File: config.mk
export PLATFORM = sky130hd
export DESIGN_NAME = counter_counter_flat
export DESIGN_NICKNAME = d
export VERILOG_FILES = /design/src/rtl/counter_counter_if.sv /design/src/rtl/counter_counter.sv /design/src/flat_wrapper.sv
export SDC_FILE = /design/constraint.sdc
export NUM_CORES = 1
export LEC_CHECK = 0
export ABC_CLOCK_PERIOD_IN_PS = 1500
export BUFFER_PORTS_ARGS = -buffer_cell sky130_fd_sc_hd__buf_4
export CAP_MARGIN = 5
export CORE_AREA = 3 3 40 42
export CTS_CLUSTER_DIAMETER = 40
export DETAILED_ROUTE_END_ITERATION = 8
export DIE_AREA = 0 0 43 45
export PLACE_DENSITY_LB_ADDON = 0.2
export SYNTH_ARGS = -nofsm -noshare
export SYNTH_HDL_FRONTEND = slang
export SYNTH_SLANG_ARGS = --single-unit
File: constraint.sdc
create_clock -name clk -period 1.5 [get_ports clk]
set_input_delay 0.3 -clock clk [delete_from_list [all_inputs] [get_ports clk]]
set_output_delay 0.3 -clock clk [all_outputs]
set_load 0.01 [all_outputs]
File: src/rtl/counter_counter_if.sv
// Load/enable/data bundle for counter_counter; the master drives requests, the counter returns q.
// q is a registered output on the slave side.
interface counter_counter_if #(
   parameter int WIDTH = 4
);
   logic             load;
   logic             enable;
   logic [WIDTH-1:0] d;
   logic [WIDTH-1:0] q;

   modport master (
      output load,
      output enable,
      output d,
      input  q
   );

   modport slave (
      input  load,
      input  enable,
      input  d,
      output q
   );
endinterface

File: src/rtl/counter_counter.sv
// Modulo-MAX up-counter with parallel load and enable; priority is reset > load > enable > hold.
// One-edge latency from any sampled input to q; no backpressure, the counter accepts inputs every cycle.
module counter_counter #(
   parameter  int MAX   = 12,
   localparam int WIDTH = $clog2(MAX)
) (
   input logic              clk,
   input logic              rst,
   counter_counter_if.slave bus
);

   localparam logic [WIDTH-1:0] LAST    = WIDTH'(MAX - 1);
   localparam logic [WIDTH:0]   MAX_EXT = (WIDTH + 1)'(MAX);

   logic [WIDTH-1:0] count_q;
   logic [WIDTH-1:0] count_d;
   logic             load_in_range;

   // Extra bit keeps the compare correct when MAX is a power of two.
   assign load_in_range = ({1'b0, bus.d} < MAX_EXT);

   always_comb begin
      count_d = count_q;
      if (bus.load) begin
         count_d = load_in_range ? bus.d : '0;
      end else if (bus.enable) begin
         count_d = (count_q == LAST) ? '0 : count_q + WIDTH'(1);
      end
   end

   always_ff @(posedge clk) begin
      if (rst) begin
         count_q <= '0;
      end else begin
         count_q <= count_d;
      end
   end

   assign bus.q = count_q;

endmodule

File: src/flat_wrapper.sv
// flat-port wrapper written by rule: the top's interface ports become plain ports
module counter_counter_flat 
#(
   parameter  int MAX   = 12,
   localparam int WIDTH = $clog2(MAX)
)
  (clk, rst, bus_load, bus_enable, bus_d, bus_q);
  counter_counter_if #(.WIDTH(4)) bus_i ();
  input logic clk;
  input logic rst;
  input wire logic [$bits(bus_i.load)-1:0] bus_load;
  input wire logic [$bits(bus_i.enable)-1:0] bus_enable;
  input wire logic [$bits(bus_i.d)-1:0] bus_d;
  output wire logic [$bits(bus_i.q)-1:0] bus_q;
  assign bus_i.load = bus_load;
  assign bus_i.enable = bus_enable;
  assign bus_i.d = bus_d;
  assign bus_q = bus_i.q;
  counter_counter #(.MAX(MAX)) u_core (.clk(clk), .rst(rst), .bus(bus_i));
endmodule
==> impl_metrics.yaml, run 1 <==
min_path:
  hold_path_startpoint: "rst"
  worstHoldPathType: "in -> reg"
logic_synthesis:
  synth_area_um2: 249
  yosysSeqAreaShare_pct: 32.2
  synth_top_family_by_area: "compound AO/OA/AOI/OAI gates"
  synthCells: 30
  synth_compound_area_share_pct: 31.7
  synth_xor_area_share_pct: 0
  synthAdderAreaFrac_pct: 5.03
  ys_types: 20
  synth_area_leaders: "dfxtp_1 (32%), nand2b_1 (7.5%), a221oi_2 (6.0%), a31oi_1 (5.0%), ha_1 (5.0%)"
  yosysTopAreaCellShare_pct: 32.2
  synthMuxAreaShare_pct: 4.02
  synth_fp_nets: 39
  avgSynthCellArea_um2: 8.30
  yosys.area_share.simple_pct: 22.6
  ys.warnings.count: 0
  synth_area_leader_cell: "dfxtp_1"
  synth_seq_cells: 4
setup_path:
  startpoint_type: "register"
  arrival_ns: 1.42
  path_max_fanout: 5
  worstSetupEndpointType: "register"
  path_class: "reg -> reg"
  r2r_start: "u_core.bus.q[0]"
  cpMaxStageDelayCell: "a311o_1"
  worstPathCellList: "ha_1 -> a311o_1 -> a221oi_2"
  cp.required_ns: 1.65
  critPathMaxStageDelay_ns: 0.37
  crit_start: "u_core.bus.q[0]"
placed_design:
  portBuffers: 11
  gp_congestion: 0.660
  hpwl_um: 511
  placedCellCount: 55
global_routing:
  grt_start_max_net_pins: 9
  overflow: 0
  first_global_vias: 277
  antenna_found_initial: 0
  grt_pass1_wl_um: 1220
  track_usage_pct: 8.67
sta:
  slew_headroom_pct: 83.0
  hold_viol_final: 0
  min_period_over_period_pct: 84.8
  tightest_slew_ns: 0.253
  fin_skew_ns: 0.00242
  period_minus_slack_ns: 1.27
  whs_ns: 0.255
  max_freq_mhz: 786
  rsz0062_at_grt: "false"
  drv_slew: 0
  tns_ns: 0
  finalSetupViolations: 0
clock_tree:
  path_clk_slew_ns: 0.04
  cts-htree-levels: 1
  post_cts_buffers: 0
  cts.sinks: 4
  clock-root-buffer: "clkbuf_4"
  cts_resized: 0
  cts_tree: "built"
  clock_latency_ns: 0.23
  cts_made_buffers: 3
  clk_path_buf_depth: 2
  cts_hold_buf: 0
final_layout:
  area_growth_pct: 48.2
  layout.area.seq_um2: 80.1
  drive_above_1_share_pct: 39.5
  largest_reg_flops: 4
  nNetsFinal: 54
  n_antenna_cell: 0
  fin_cells: 58
  multi_input_area_um2: 158
  n_fill_cell: 144
floorplan:
  core_area_mm2: 0.00128
  dieArea_mm2: 0.00194
  rows: 13
  fp.dieW_um: 43
  start_util_pct: 19.4
  die_h_um: 45
  io_pins: 12
route:
  wl_um: 640
  postRouteAntennaNets: 0
  routedWlPerCell_um: 11.0
  drc: 0
  vias: 267
  vias_per_cell: 4.60
  drt-initial-drc-count: 5
  first_pass_iters: 3
pwr:
  ir_drop_uv: 227
  p_leak_uw: 0.000161
  power_uw: 326
  power_density_mw_per_mm2: 884
flow_run:
  maxCapViolCount: 0
status:
  status: "finished clean"
==> cell usage after synthesis <==
cell and n:
a311o_1 1, inv_2 1, nor2_1 1, or3_1 1, a311oi_1 1, a21oi_1 2
inv_1 1, nand3_1 2, or2_2 1, a211oi_1 1, nand2_1 3, a31oi_1 2
a221oi_2 1, nand2b_1 3, clkbuf_1 1, a21o_1 1, mux2i_1 1, dfxtp_1 4
ha_1 1, a21boi_0 1
==> power by group <==
part           internal (µW)  switching (µW)  total [µW]
clock                   89.5            44.0         134
combinational           38.5            29.8        68.3
sequential               115            9.67         124
total                    243            83.5         326
==> worst paths after layout <==
| check | end | slack (ns) | depth (start not counted) |
|---|---|---|---|
| max | u_core.bus.q[0] | 0.23 | 3 |
| min | u_core.bus.q[0] | 0.26 | 2 |
| max reg2reg | u_core.bus.q[0] | 0.23 | 3 |
| min reg2reg | u_core.bus.q[3] | 0.53 | 2 |
==> final cells by class <==
class,count,area share (%)
Timing Repair Buffer,11,22.4
Sequential cell,4,21.7
Clock buffer,3,6.10
Multi-Input combinational cell,23,42.7
Tap cell,15,5.08
Inverter,2,2.03
==> critical path, delay by kind of cell (launching register included) <==
family	cells	cell delay, ns
AOI/OAI and AO/OA	2	0.60
adders and majority gates	1	0.25
DFF	1	0.34
==> metal layers <==
metal  vias to the layer above  track usage (%)  wire length [µm]
li1                        140                -                 -
met1                       117             10.1               303
met2                        10             12.6               282
met3                         0             3.19                54
met4                         0             7.23                 0
met5                         -                0                 0
==> cell usage in the layout (no fill, tap or decap), drive strengths merged, types with 2 or more instances in the layout <==
cell and n:
nand2 3, a21oi 2, nand3 2, a31oi 2, nand2b 3, dfxtp 4, clkbuf 3, buf 11
inv 2
==> logic make-up (layout without fill, tap and decap cells) <==
logic type                 count (synthesis)  in the layout
adders and majority gates                  1              1
muxes                                      1              1
DFF                                        4              4
and+or+nand+nor                           11             11
AOI/OAI and AO/OA                         10             10
buffers and inverters                      3             16
==> through the flow <==
stage / utilization [%] / instance area, µm² / setup WS, ns
2_1_floorplan: - / 249 / 0.255
3_3_place_gp: 27.0 / 347 / 0.284
3_5_place_dp: 27.0 / 347 / 0.235
4_1_cts: 28.7 / 369 / 0.225
5_1_grt: 28.7 / 369 / 0.109
6_report: 28.7 / 369 / 0.227
Note: power is estimated with default switching activity, not from simulation.
==> run 2, diff against run 1 <==
--- a/config.mk
+++ b/config.mk
@@ -5,7 +5,8 @@
 export SDC_FILE = /design/constraint.sdc
 export NUM_CORES = 1
 export LEC_CHECK = 0
-export ABC_CLOCK_PERIOD_IN_PS = 1500
+export ABC_AREA = 1
+export ABC_CLOCK_PERIOD_IN_PS = 1100
 export BUFFER_PORTS_ARGS = -buffer_cell sky130_fd_sc_hd__buf_4
 export CAP_MARGIN = 5
 export CORE_AREA = 3 3 40 42
==> constraint.sdc (replaced) <==
create_clock -name clk -period 1.1 [get_ports clk]
set_input_delay 0.22 -clock clk [delete_from_list [all_inputs] [get_ports clk]]
set_output_delay 0.22 -clock clk [all_outputs]
set_load 0.01 [all_outputs]
==> run 2 against run 1 <==
Against the previous run: non-clock buffer count up 3; clock skew up 0.0028 ns; routed wire length down 3.4%; design area up 13%; sequential share of layout area down 2.5 points; synthesized cell count up 37%; power up 43%; critical endpoint is now u_core.bus.q[2]; final cell count up 26%.
==> impl_metrics.yaml, run 2 <==
clock_tree:
  path_clk_slew_ns: 0.04
  clock_latency_ns: 0.23
  clk_path_buf_depth: 2
  cts_made_buffers: 3
  cts_tree: "built"
  cts-htree-levels: 1
  clock-root-buffer: "clkbuf_4"
  cts.sinks: 4
pwr:
  ir_drop_uv: 510
  power_density_mw_per_mm2: 1120
  p_leak_uw: 0.000213
logic_synthesis:
  yosysTopAreaCellShare_pct: 30.6
  ys.warnings.count: 0
  synth_flop_cell: "dfxtp_1"
  synth_area_leader_cell: "dfxtp_1"
  avgSynthCellArea_um2: 6.38
  ys_async_sr_fraction_pct: 0
  synth_area_leaders: "dfxtp_1 (31%), nand2_1 (11%), inv_1 (8.6%), a21oi_1 (7.7%), nand3_1 (5.7%)"
  yosysSeqAreaShare_pct: 30.6
  synthCells: 41
  synth_area_um2: 262
  synth_edf_count: 0
  yosysMostFrequentCell: "nand2_1"
  synth_common_cells: "nand2_1 (8), inv_1 (6), a21oi_1 (4), dfxtp_1 (4), nor2_1 (4)"
  ys_types: 16
  synth_seq_cells: 4
  synth_fp_nets: 50
final_layout:
  nNetsFinal: 69
  largest_reg_flops: 4
  area_growth_pct: 59.3
  drive_above_1_share_pct: 41.4
  mostFrequentLayoutCell: "buf_4"
  fin_area_um2: 417
  n_antenna_cell: 0
  final_cell_mix: "buf_4 (14), nand2_1 (8), inv_1 (6)"
  n_fill_cell: 154
  fin_cells: 73
floorplan:
  start_util_pct: 20.4
  die_h_um: 45
  io_pins: 12
  fp.dieW_um: 43
  core_area_mm2: 0.00128
  rows: 13
  dieArea_mm2: 0.00194
sta:
  rsz0062_at_grt: "true"
  period_minus_slack_ns: 1.05
  slew_headroom_pct: 87.0
  max_freq_mhz: 949
  min_period_over_period_pct: 95.8
  worst_slack_ns: 0.0462
  whs_ns: 0.274
  hold_viol_final: 0
  finalSetupViolations: 0
  tns_ns: 0
  drv_slew: 0
  tightest_slew_ns: 0.192
  fin_skew_ns: 0.00520
placed_design:
  hpwl_um: 543
  placed_cell_area_um2: 378
  portBuffers: 11
  gp_congestion: 0.702
  placedCellCount: 69
  pre_cts_ws_ns: 0.0168
setup_path:
  crit_start: "u_core.bus.q[0]"
  reg2reg_slack_ns: 0.05
  worstSetupEndpointType: "register"
  r2r_start: "u_core.bus.q[0]"
  arrival_ns: 1.17
  path_max_fanout: 2
  crit_end: "u_core.bus.q[2]"
  r2r-end: "u_core.bus.q[2]"
  cp.required_ns: 1.22
  startpoint_type: "register"
  path_class: "reg -> reg"
  reg2regPathDepth: 5
route:
  vias_per_cell: 4.18
  first_pass_iters: 2
  drt-initial-drc-count: 1
  postRouteAntennaNets: 0
  drc: 0
  wl_um: 618
  routedWlPerCell_um: 8.47
  vias: 305
global_routing:
  antenna_found_initial: 0
  track_usage_pct: 7.99
  overflow: 0
  grt_start_max_net_pins: 8
  first_global_vias: 306
  grt_pass1_wl_um: 1120
flow_run:
  maxCapViolCount: 0
status:
  status: "finished clean"
min_path:
  worstHoldPathType: "in -> reg"
  holdPathStages: 3
==> run 2: what timing repair did <==
item | CTS | global route
endpoints found under the setup margin | 0 | 3
buffers inserted | 0 | 1
hold buffers | 0 | 0
gates resized for setup | 0 | 3
==> run 2: metal layers <==
| layer | up-vias | global-route usage, % | routed length, µm |
|---|---|---|---|
| met4 | 0 | 3.61 | 0 |
| met2 | 7 | 12.0 | 290 |
| met3 | 0 | 5.18 | 47 |
| li1 | 169 | - | - |
| met1 | 129 | 8.89 | 280 |
| met5 | - | 0 | 0 |
==> run 2: worst max-delay path, stage by stage (launching register included) <==
cell	delay (ns)
dfxtp_1	0.30
ha_2	0.18
buf_4	0.13
xor2_1	0.13
a21oi_1	0.15
nor2_1	0.06
==> run 2: area by class of cell <==
type	count	area [µm²]	share of cell area, %
inverter	7	26.3	6.31
tap	15	18.8	4.50
multi-input combinational	30	164	39.3
timing repair buffer	14	105	25.2
sequential	4	80.1	19.2
clock buffer	3	22.5	5.41
==> run 2: logic make-up after synthesis <==
group,Yosys count,share of synthesized area [%]
DFF,4,30.6
adders and majority gates,1,4.78
xor gates and xnor gates,1,3.35
and+or+nand+nor,18,30.1
AOI/OAI and AO/OA,10,21.1
buffers and inverters,7,10.0
==> run 2: per-stage QoR <==
step	power, µW	util (%)
after floorplan	226	-
final	465	32.4
after detailed placement	289	29.4
after global placement	291	29.4
after CTS	470	31.2
after global routing	513	32.4
==> run 2: worst min-delay path by stage <==
stage	slack (ns)	to	from
floorplan	0.38	u_core.bus.q[1]	bus_load
global placement	0.52	u_core.bus.q[1]	bus_d[1]
detailed placement	0.52	u_core.bus.q[1]	bus_d[1]
CTS	0.27	u_core.bus.q[1]	bus_d[1]
global route	0.26	u_core.bus.q[1]	bus_d[1]
finish	0.27	u_core.bus.q[1]	bus_d[1]
==> run 2: report_power, final <==
group          switching [µW]  total (µW)  internal (µW)
combinational            58.5         122           63.2
clock                    53.6         175            122
sequential               10.7         169            158
==> run 3, diff against run 2 <==
--- a/config.mk
+++ b/config.mk
@@ -6,7 +6,7 @@
 export NUM_CORES = 1
 export LEC_CHECK = 0
 export ABC_AREA = 1
-export ABC_CLOCK_PERIOD_IN_PS = 1100
+export ABC_CLOCK_PERIOD_IN_PS = 900
 export BUFFER_PORTS_ARGS = -buffer_cell sky130_fd_sc_hd__buf_4
 export CAP_MARGIN = 5
 export CORE_AREA = 3 3 40 42
@@ -14,6 +14,7 @@
 export DETAILED_ROUTE_END_ITERATION = 8
 export DIE_AREA = 0 0 43 45
 export PLACE_DENSITY_LB_ADDON = 0.2
+export SLEW_MARGIN = 20
 export SYNTH_ARGS = -nofsm -noshare
 export SYNTH_HDL_FRONTEND = slang
 export SYNTH_SLANG_ARGS = --single-unit
==> constraint.sdc (replaced) <==
create_clock -name clk -period 0.9 [get_ports clk]
set_input_delay 0.18 -clock clk [delete_from_list [all_inputs] [get_ports clk]]
set_output_delay 0.18 -clock clk [all_outputs]
set_load 0.01 [all_outputs]
==> run 3 against run 2 <==
Against the previous run: the flow now finishes with violations (negative setup slack); global-route usage grew 0.42 points; flip-flop and latch count is the same; first-iteration DRC count rose to 19 times the previous value; non-clock buffer count up 3; critical path depth fell by 3; register-to-register slack worse by 0.14 ns; via count is 10% higher; critical endpoint is now bus_q[2]; clock-buffer cell count is 1 higher; clock skew fell by 0.0046 ns.
==> impl_metrics.yaml, run 3 (synthesis results as in run 2) <==
final_layout:
  area_growth_pct: 90.0
  final_cell_mix: "buf_4 (10), nand2_1 (7), buf_6 (7)"
  fin_area_um2: 497
  n_antenna_cell: 0
  multi_input_area_um2: 179
  nNetsFinal: 72
  layout.area.seq_um2: 92.6
  utilization_pct: 38.7
  mostFrequentLayoutCell: "buf_4"
  n_fill_cell: 143
  largest_reg_flops: 4
  drive_above_1_share_pct: 53.2
clock_tree:
  cts_hold_buf: 0
  clock_latency_ns: 0.24
  cts.sinks: 4
  cts_made_buffers: 3
  path_clk_slew_ns: 0.04
  cts-htree-levels: 1
  clk_path_buf_depth: 2
  clock-root-buffer: "clkbuf_4"
  cts_tree: "built"
global_routing:
  track_usage_pct: 8.41
  antenna_found_initial: 0
  overflow: 0
  grt_pass1_wl_um: 1190
  first_global_vias: 303
  grt_start_max_net_pins: 7
floorplan:
  start_util_pct: 20.4
  die_h_um: 45
  io_pins: 12
  fp.dieW_um: 43
  core_area_mm2: 0.00128
  dieArea_mm2: 0.00194
  rows: 13
sta:
  rsz0062_at_grt: "true"
  worst_slack_ns: -0.0952
  max_freq_mhz: 1000
  period_minus_slack_ns: 0.995
  fin_skew_ns: 0.000637
  min_period_over_period_pct: 111
  slew_headroom_pct: 88.0
  tightest_slew_ns: 0.179
  hold_viol_final: 0
  finalSetupViolations: 6
  drv_slew: 0
pwr:
  power_density_mw_per_mm2: 1330
  ir_drop_uv: 471
  p_leak_uw: 0.000239
  power_uw: 659
route:
  vias_per_cell: 4.38
  postRouteAntennaNets: 0
  dr_wl_met3_um: 36
  wl_um: 761
  drt-initial-drc-count: 19
  routed-wl-met2_um: 374
  maxUsedRoutingLayer: "met4"
  first_pass_iters: 2
  met1_length_um: 339
  drc: 0
  routedWlPerCell_um: 9.88
  vias: 337
placed_design:
  placed_cell_area_um2: 410
  portBuffers: 11
  hpwl_um: 522
  gp_congestion: 0.656
status:
  status: "complete, but fails checks"
  violations: "negative setup slack"
setup_path:
  worstSetupEndpointType: "output port"
  arrival_ns: 0.82
  path_class: "reg -> out"
  startpoint_type: "register"
  path_max_fanout: 5
  cp.required_ns: 0.72
flow_run:
  maxCapViolCount: 0
min_path:
  worstHoldPathType: "in -> reg"
==> run 3: cell types whose count changed in the layout (fill, tap and decap cells not counted), sizes merged <==
cell,delta
buf,+3
clkbuf,+1
==> run 3: final timing paths <==
path                         from         endpoint  slack (ns)  depth (start not counted)
setup / recovery  u_core.bus.q[2]         bus_q[2]        -0.1                          2
setup reg to reg  u_core.bus.q[1]  u_core.bus.q[2]       -0.09                          6
hold / removal           bus_d[1]  u_core.bus.q[1]        0.23                          3
hold reg to reg   u_core.bus.q[3]  u_core.bus.q[3]        0.57                          2
==> run 3: report_power, final <==
part | total (µW) | switching, µW | internal (µW) | leakage (µW)
sequential | 212 | 19.6 | 193 | 0.0000354
combinational | 195 | 82.1 | 113 | 0.000188
clock | 251 | 84.3 | 167 | 0.0000150
==> run 3: worst max-delay path, cell delays in order (launching register included) <==
cell     delay (ns)
dfxtp_4        0.35
buf_6          0.12
buf_6          0.11
==> run 3: area by class of cell <==
type	instances	share of cell area, %
Timing Repair Buffer	17	31.0
Inverter	7	5.29
Tap cell	15	3.78
Sequential cell	4	18.6
Clock buffer	4	5.29
Multi-Input combinational cell	30	36.0
==> run 3: through the flow <==
stage	TNS, ns	hold slack [ns]	setup slack, ns	instances
4_1_cts	-0.694	0.220	-0.120	76
5_1_grt	-0.758	0.240	-0.144	77
3_3_place_gp	-0.335	0.468	-0.124	71
6_report	-0.457	0.226	-0.0952	77
3_5_place_dp	-0.321	0.465	-0.122	71
2_1_floorplan	-0.269	0.331	-0.0929	41
==> run 3: what timing repair did <==
action / CTS / global route
setup buffers: 1 / 1
resized for setup: 5 / 10
endpoints found under the hold margin: 0 / 0
endpoints found under the setup margin: 7 / 8
pin swaps: 3 / 2
==> run 3: layer usage <==
layer  up-vias  track usage [%]
met5         -                0
met1       147             10.8
met4         0             7.23
li1        176                -
met3         2             2.39
met2        12             11.4
